--- config.mk ---
export PLATFORM = sky130hd
export DESIGN_NAME = id_stage
export DESIGN_NICKNAME = d
export VERILOG_FILES = /design/src/rtl/id_stage.sv
export SDC_FILE = /design/constraint.sdc
export NUM_CORES = 1
export LEC_CHECK = 0
export CORE_ASPECT_RATIO = 1.4
export CORE_UTILIZATION = 40
export CTS_CLUSTER_DIAMETER = 50
export DETAILED_ROUTE_END_ITERATION = 12
export PLACE_DENSITY = 0.74
export SKIP_CTS_REPAIR_TIMING = 1
export SLEW_MARGIN = 40
export SYNTH_ARGS = -nofsm -noshare
export SYNTH_HDL_FRONTEND = slang
export SYNTH_SLANG_ARGS = --single-unit
--- constraint.sdc ---
create_clock -name clk -period 3.14 [get_ports clk]
set_input_delay 0.628 -clock clk [delete_from_list [all_inputs] [get_ports clk]]
set_output_delay 0.628 -clock clk [all_outputs]
set_load 0.1 [all_outputs]
--- src/rtl/id_stage.sv ---
// RV32I decode stage: decodes the fetch word, checks a register scoreboard for RAW/WAW
// hazards and loads the ID/EX register. Define ID_WB_BYPASS_EN to forward writeback data.
module id_stage #(
    parameter int XLEN = 32
) (
    input  logic            clk,
    input  logic            rst_n,
    input  logic            if_valid,
    output logic            if_ready,
    input  logic [31:0]     if_instr,
    input  logic [XLEN-1:0] if_pc,
    output logic [4:0]      rs1,
    output logic [4:0]      rs2,
    input  logic [XLEN-1:0] rs1_out,
    input  logic [XLEN-1:0] rs2_out,
    input  logic            wb_valid,
    input  logic [4:0]      wb_rd,
    input  logic [XLEN-1:0] wb_data,
    input  logic            flush,
    output logic            ex_valid,
    input  logic            ex_ready,
    output logic [6:0]      ex_opcode,
    output logic [2:0]      ex_funct3,
    output logic            ex_funct7b5,
    output logic [4:0]      ex_rd,
    output logic            ex_rd_w,
    output logic [XLEN-1:0] ex_rs1_val,
    output logic [XLEN-1:0] ex_rs2_val,
    output logic [XLEN-1:0] ex_imm,
    output logic [XLEN-1:0] ex_pc,
    output logic            ex_illegal
);
    localparam logic [6:0] OPC_LUI    = 7'b0110111;
    localparam logic [6:0] OPC_AUIPC  = 7'b0010111;
    localparam logic [6:0] OPC_JAL    = 7'b1101111;
    localparam logic [6:0] OPC_JALR   = 7'b1100111;
    localparam logic [6:0] OPC_BRANCH = 7'b1100011;
    localparam logic [6:0] OPC_LOAD   = 7'b0000011;
    localparam logic [6:0] OPC_STORE  = 7'b0100011;
    localparam logic [6:0] OPC_OPIMM  = 7'b0010011;
    localparam logic [6:0] OPC_OP     = 7'b0110011;
    localparam logic [6:0] OPC_MISC   = 7'b0001111;
    localparam logic [6:0] OPC_SYSTEM = 7'b1110011;

    logic [6:0]      opcode;
    logic [4:0]      rd_dec;
    logic            legal;
    logic            rd_w_raw;
    logic            rd_w_dec;
    logic            use1;
    logic            use2;
    logic [31:0]     imm32;
    logic [31:0]     busy;
    logic [31:0]     busy_nxt;
    logic            byp1;
    logic            byp2;
    logic            hz1;
    logic            hz2;
    logic            waw;
    logic            hazard;
    logic            load;
    logic [XLEN-1:0] op1;
    logic [XLEN-1:0] op2;

    assign opcode = if_instr[6:0];
    assign rd_dec = if_instr[11:7];
    assign rs1    = if_instr[19:15];
    assign rs2    = if_instr[24:20];

    always_comb begin
        legal    = 1'b1;
        rd_w_raw = 1'b0;
        use1     = 1'b1;
        use2     = 1'b0;
        imm32    = '0;
        case (opcode)
            OPC_LUI, OPC_AUIPC: begin
                rd_w_raw = 1'b1;
                use1     = 1'b0;
                imm32    = {if_instr[31:12], 12'b0};
            end
            OPC_JAL: begin
                rd_w_raw = 1'b1;
                use1     = 1'b0;
                imm32    = {{11{if_instr[31]}}, if_instr[31], if_instr[19:12],
                            if_instr[20], if_instr[30:21], 1'b0};
            end
            OPC_JALR, OPC_LOAD, OPC_OPIMM: begin
                rd_w_raw = 1'b1;
                imm32    = {{20{if_instr[31]}}, if_instr[31:20]};
            end
            OPC_OP: begin
                rd_w_raw = 1'b1;
                use2     = 1'b1;
            end
            OPC_STORE: begin
                use2  = 1'b1;
                imm32 = {{20{if_instr[31]}}, if_instr[31:25], if_instr[11:7]};
            end
            OPC_BRANCH: begin
                use2  = 1'b1;
                imm32 = {{19{if_instr[31]}}, if_instr[31], if_instr[7],
                         if_instr[30:25], if_instr[11:8], 1'b0};
            end
            OPC_MISC, OPC_SYSTEM: begin
                imm32 = {{20{if_instr[31]}}, if_instr[31:20]};
            end
            default: begin
                // Illegal words flow through as bubbles with a flag: no sources, no dest.
                legal = 1'b0;
                use1  = 1'b0;
            end
        endcase
    end

    assign rd_w_dec = legal && rd_w_raw && (rd_dec != 5'd0);

`ifdef ID_WB_BYPASS_EN
    assign byp1 = wb_valid && (wb_rd == rs1) && (rs1 != 5'd0);
    assign byp2 = wb_valid && (wb_rd == rs2) && (rs2 != 5'd0);
`else
    assign byp1 = 1'b0;
    assign byp2 = 1'b0;
`endif

    assign op1 = byp1 ? wb_data : rs1_out;
    assign op2 = byp2 ? wb_data : rs2_out;

    // A source still sitting in ID/EX has no data anywhere yet, so it always stalls.
    assign hz1 = use1 && (rs1 != 5'd0) &&
                 ((busy[rs1] && !byp1) || (ex_valid && ex_rd_w && ex_rd == rs1));
    assign hz2 = use2 && (rs2 != 5'd0) &&
                 ((busy[rs2] && !byp2) || (ex_valid && ex_rd_w && ex_rd == rs2));
    assign waw = rd_w_dec && (busy[rd_dec] || (ex_valid && ex_rd_w && ex_rd == rd_dec));

    assign hazard   = hz1 || hz2 || waw;
    assign if_ready = !hazard && (!ex_valid || ex_ready) && !flush;
    assign load     = if_valid && if_ready;

    // Set after clear so a same-cycle set of one register wins.
    always_comb begin
        busy_nxt = busy;
        if (wb_valid)
            busy_nxt[wb_rd] = 1'b0;
        if (ex_valid && ex_ready && ex_rd_w && !flush)
            busy_nxt[ex_rd] = 1'b1;
        busy_nxt[0] = 1'b0;
    end

    always_ff @(posedge clk or negedge rst_n) begin
        if (!rst_n) begin
            busy        <= '0;
            ex_valid    <= 1'b0;
            ex_opcode   <= '0;
            ex_funct3   <= '0;
            ex_funct7b5 <= 1'b0;
            ex_rd       <= '0;
            ex_rd_w     <= 1'b0;
            ex_rs1_val  <= '0;
            ex_rs2_val  <= '0;
            ex_imm      <= '0;
            ex_pc       <= '0;
            ex_illegal  <= 1'b0;
        end else begin
            busy <= busy_nxt;
            if (flush) begin
                ex_valid <= 1'b0;
            end else if (load) begin
                ex_valid    <= 1'b1;
                ex_opcode   <= opcode;
                ex_funct3   <= if_instr[14:12];
                ex_funct7b5 <= if_instr[30];
                ex_rd       <= rd_dec;
                ex_rd_w     <= rd_w_dec;
                ex_rs1_val  <= op1;
                ex_rs2_val  <= op2;
                ex_imm      <= XLEN'($signed(imm32));
                ex_pc       <= if_pc;
                ex_illegal  <= !legal;
            end else if (ex_ready) begin
                ex_valid <= 1'b0;
            end
        end
    end
endmodule
== Word-level counts from Yosys, hierarchy flattened ==
Index checks and enable logic that the tools add are counted.

* $lt $le $gt $ge: 7
* Multiplexer cells: 20
* Reductions and logical operators: 40
* Bitwise gates (word level): 4
* Eq/ne operators: 14

{| class="wikitable"
|+ Operators with widths
! cell !! count
|-
| 32-bit one-hot mux with 5 select lines || 1
|-
| 32-bit 2-to-1 mux || 2
|-
| 32-bit bitwise AND || 1
|-
| 32-bit inverter || 1
|-
| 32-bit OR || 1
|-
| 5-bit by 6-bit less-than comparator with 1-bit output (second input constant) || 5
|-
| 7-bit equality test (second input constant) || 4
|-
| 7-bit by 6-bit equality test with 1-bit output (second input constant) || 3
|-
| 1-bit logical AND || 19
|-
| 1-bit binary-select mux with 5-bit select || 3
|-
| 5-bit equality test || 3
|-
| 5-bit nonzero test || 3
|-
| 7-bit by 5-bit equality test with 1-bit output (second input constant) || 2
|-
| 1-bit 2-to-1 mux || 12
|-
| 11-bit OR reduction || 1
|-
| 1-bit demux with 5-bit select || 2
|-
| 5-bit by 1-bit >= comparator with 1-bit output (second input constant) || 2
|-
| 8-bit OR reduction || 1
|-
| 7-bit by 2-bit equality test with 1-bit output (second input constant) || 1
|-
| 7-bit by 4-bit equality test with 1-bit output (second input constant) || 1
|-
| 7-bit OR reduction || 1
|-
| 1-bit logical OR || 6
|-
| 5-bit OR reduction || 1
|-
| 1-bit logical NOT || 4
|-
| other kinds (5) || 5
|}

* Output and inout bits: 158
* Input bits: 171
* Flip-flop bits (word level): 178

== Depth between registers and ports, before layout ==
Gate-level depths: netlist (run 1).

* Depth in word-level cells: 13
* Gate-level depth with buffers: 11
* Mapped depth without buffers: 7

== Least setup slack after synthesis (run 1) ==
OpenSTA, ideal clock, no wires.

* Path type: input to output
* From: in if_instr[15]
* To: out if_ready
* Data arrival time: 4.037 ns
* Cell stages on the path: 6
* Data required time: 2.512 ns
* Setup slack: -1.525 ns
* Path through: buf_2 > mux4_2 > mux2_2 > a221oi_2 > a211oi_2 > nor3_1

* Word-level cells in the longest chain between the ends: 9

{| class="wikitable"
|+ RTL lines
! element !! line !! text
|-
| from (decl) || 10 || <nowiki>input logic [31:0] if_instr,</nowiki>
|-
| 1-bit binary-select mux with 5-bit select / 5-bit equality test (equally long branches) || 131 || <nowiki>((busy[rs1] && !byp1) || (ex_valid && ex_rd_w && ex_rd == rs1));</nowiki>
|-
| 1-bit 2-to-1 mux (not written as such) / 1-bit logical AND (equally long branches) || 131 ||
|-
| 1-bit logical OR || 131 ||
|-
| 1-bit logical AND * || 130 || <nowiki>assign hz1 = use1 && (rs1 != 5'd0) &&</nowiki>
|-
| 1-bit logical OR * (2 in series) || 136 || <nowiki>assign hazard = hz1 || hz2 || waw;</nowiki>
|-
| 1-bit logical NOT * || 137 || <nowiki>assign if_ready = !hazard && (!ex_valid || ex_ready) && !flush;</nowiki>
|-
| 1-bit logical AND * (2 in series) || 137 ||
|-
| to (decl) || 9 || <nowiki>output logic if_ready,</nowiki>
|}

Mark *: on every way between the ends. The rest lies on a longest branch, timed or not. The select of a mux whose other input is x is not followed.

== Final worst setup path (run 1) ==
* From: in if_instr[20]
* To: out if_ready

* Word-level cells in the longest chain between the ends: 9

{| class="wikitable"
|+ RTL lines
! element !! line !! text
|-
| 1-bit binary-select mux with 5-bit select / 5-bit equality test (equally long branches) || 133 || <nowiki>((busy[rs2] && !byp2) || (ex_valid && ex_rd_w && ex_rd == rs2));</nowiki>
|-
| 1-bit 2-to-1 mux (not written as such) / 1-bit logical AND (equally long branches) || 133 ||
|-
| 1-bit logical OR || 133 ||
|-
| 1-bit logical AND * || 132 || <nowiki>assign hz2 = use2 && (rs2 != 5'd0) &&</nowiki>
|-
| 1-bit logical OR * (2 in series) || 136 ||
|-
| 1-bit logical NOT * || 137 ||
|-
| 1-bit logical AND * (2 in series) || 137 ||
|}

Marked as above.

==> results of run 1 <==
cell type report:
cell class	count	share of cell area, %
Clock buffer	17	3.36
Clock inverter	15	1.45
Inverter	32	0.947
Multi-Input combinational cell	418	29.0
Sequential cell	178	35.1
Tap cell	256	2.53
Timing Repair Buffer	374	27.6
power by group through the flow:
stage	combinational (W)	sequential, W	clock, W
after global routing	0.00407	0.00287	0.00228
final	0.00396	0.00283	0.00214
after CTS	0.00397	0.00283	0.00221
after detailed placement	0.00396	0.00287	0
after global placement	0.00394	0.00286	0
after floorplan	0.000637	0.00510	0
cells by family after synthesis:
kind of cell,Yosys count
compound gates,121
xor+xnor,17
buf+inv,87
flops,178
mux,183
simple gates,97
sequential cells by signal, indices dropped and copies added, names as in the netlist, 3 cells and up:
register	flops
ex_imm	32
ex_pc	32
ex_rs1_val	32
ex_rs2_val	32
busy	31
ex_opcode	7
ex_rd	5
ex_funct3	3
layout by cell type, fill, tap and decap left out, types with 14 or more instances in the layout:
cell and instances:
inv_1 32, buf_12 25, mux2_2 22, mux2_1 102, o21ai_0 68, buf_4 207
dfrtp_1 178, a21oi_1 24, mux2i_1 36, nor2_1 14, clkdlybuf4s50_1 123, clkbuf_16 18
nand2_1 26, mux4_2 20
critical path, stage by stage:
cell and delay, ns:
clkbuf_2 0.10, buf_12 0.12, mux4_2 0.50, mux2_4 0.27, o211ai_1 0.20, a31oi_2 0.16
nor3_4 0.25, buf_12 0.21
stage by stage:
step                      hold slack (ns)  utilization (%)  instance area [um^2]  worst slack (ns)  TNS [ns]
final                               0.202             61.2                 12700            0.0535         0
after global routing                0.252             61.2                 12700           -0.0322   -0.0322
after CTS                           0.221             60.7                 12600            -0.576    -15.64
after detailed placement            0.476             57.8                 12000            -0.604    -81.17
after global placement              0.468             57.8                 12000            -0.567    -75.41
after floorplan                     0.332                -                  8580            -0.137    -0.137
layer usage:
| layer | global-route usage (%) | part of all wire (%) | vias up |
|---|---|---|---|
| li1 | - | - | 3116 |
| met1 | 26.1 | 39 | 3393 |
| met2 | 39.9 | 53 | 236 |
| met3 | 4.84 | 5.3 | 42 |
| met4 | 8.49 | 2.7 | 2 |
| met5 | 0 | 0.053 | - |
final timing paths:
check | from | to | slack [ns] | cells after the start
min reg2reg | ex_pc[7] | ex_pc[7] | 0.49 | 1
max in group asynchronous | rst_n | ex_pc[6] | 2.17 | 2
min | rst_n | busy[10] | 0.20 | 1
min in group clk | ex_pc[7] | ex_pc[7] | 0.49 | 1
max | if_instr[20] | if_ready | 0.05 | 8
max reg2reg | busy[28] | ex_rs1_val[31] | 0.21 | 9
==> flow_metrics.tcl, run 1 <==
set metrics [dict create \
    final_nets 1192 \
    synth_fa_ha_area_share_pct 0 \
    instances_no_fill 1290 \
    yosysMostFrequentCell "dfrtp_1" \
    p_int_w 0.00467 \
    rows 62 \
    area_growth_pct 48.7 \
    rsz0062_at_grt "yes" \
    clock_latency_ns 0.44 \
    route.vias.total 6789 \
    htree_levels 4 \
    grt_pass1_wl_um 37900 \
    antenna_found_initial 1 \
    synth_cell_types 48 \
    yosys.area.top_type_share_pct 52.2 \
    syn_nets 854 \
    synth-seq-cells 178 \
    gp_congestion 0.857 \
    pwr-share-comb_pct 44.3 \
    dr.first_iter.drc_count 463 \
    totalWireLength_um 24300 \
    synthTopCellsByArea "dfrtp_1 (52%), mux2_1 (13%), mux4_2 (5.3%)" \
    dp_cells 1253 \
    critical_path_required_ns 2.51 \
    grt_pass1_vias 6931 \
    power.clock.fraction_pct 24.0 \
    io_buffers 296 \
    diodes 0 \
    fp.dieW_um 125 \
    synth-compound-area-share_pct 8.19 \
    outcome "complete, but fails checks" \
    slew_headroom_pct 56.5 \
    period_needed_ns 3.09 \
    netlist_instances 683 \
    multi_input_comb_area_um2 3670 \
    violations "DRC" \
    maxCapViolations 0 \
    ioPinCount 329 \
    ys_warn_count 0 \
    seq_area_frac_synth_pct 52.2 \
    synth.avg_cell_area_um2 12.5 \
    fmax_mhz 324 \
    powerDensity_nw_per_um2 704 \
    hp-class "in -> async" \
    yosys.area_share.simple_pct 6.04 \
    gr-usage-all-layers_pct 22.3 \
    first_pass_iters 9 \
    cts_sinks 178 \
    crit_path_end_kind "primary output" \
    hpwl_um 18400 \
    synth_common_cells "dfrtp_1 (178), mux2_1 (102), o21ai_0 (69), mux2i_1 (37), inv_1 (32)" \
    drcViolationCount 14 \
    synth_top_family_by_area "multiplexers" \
    synth.mux.area_fraction_pct 26.3 \
    timing.final.crit_share_pct 98.3 \
    cp_max_fo 5 \
    synth_top_flop_cell "dfrtp_1" \
    synth-xor-area-share_pct 1.75 \
    worst_slew_pin_slew_ns 0.652 \
    clk_pin_slew_ns 0.07 \
    via_per_inst 5.26 \
    cts-root-buf "clkbuf_16" \
    wl_per_cell_um 18.9 \
    overflow 0 \
    switching_share_pct 47.7 \
    synth-async-reset-ratio_pct 100 \
    final-hold-violation-count 0 \
    yosys.area.top_type "dfrtp_1" \
    core-area_um2 20700 \
    synth-edff-count 0 \
    seq_area_um2 4450 \
    crit_arrival_ns 2.46 \
    drive_gt1_share_pct 32.1 \
    cts_made_buffers 17 \
    crit_type "in -> out" \
    die_area_um2 21900 \
    antenna_left 0 \
    peakVddDrop_uv 483 \
    power.total_w 0.00893 \
    mappedNetlistArea_um2 8530 \
    start_util_pct 41.2 \
    leakage_nw 5.67 \
    fin_skew_ns 0.0163 \
    cts_tree "done" \
    fillers 1678 \
    die_h_um 175 \
    cts_buffer_depth 2 \
    startpoint_type "primary input" \
    seq_power_share_pct 31.7 \
    setup_viol 0 \
    drv_slew 0 \
    grt_start_max_net_pins 68 \
    switchingPower_w 0.00425 \
]
Power figures use the tool's default switching activity.
==> run 2, diff against run 1 <==
- GPL_ROUTABILITY_DRIVEN: default -> 0
- TNS_END_PERCENT: default -> 10
==> results of run 2 <==
No change in the layout: final DEF, timing and power equal those of run 1.
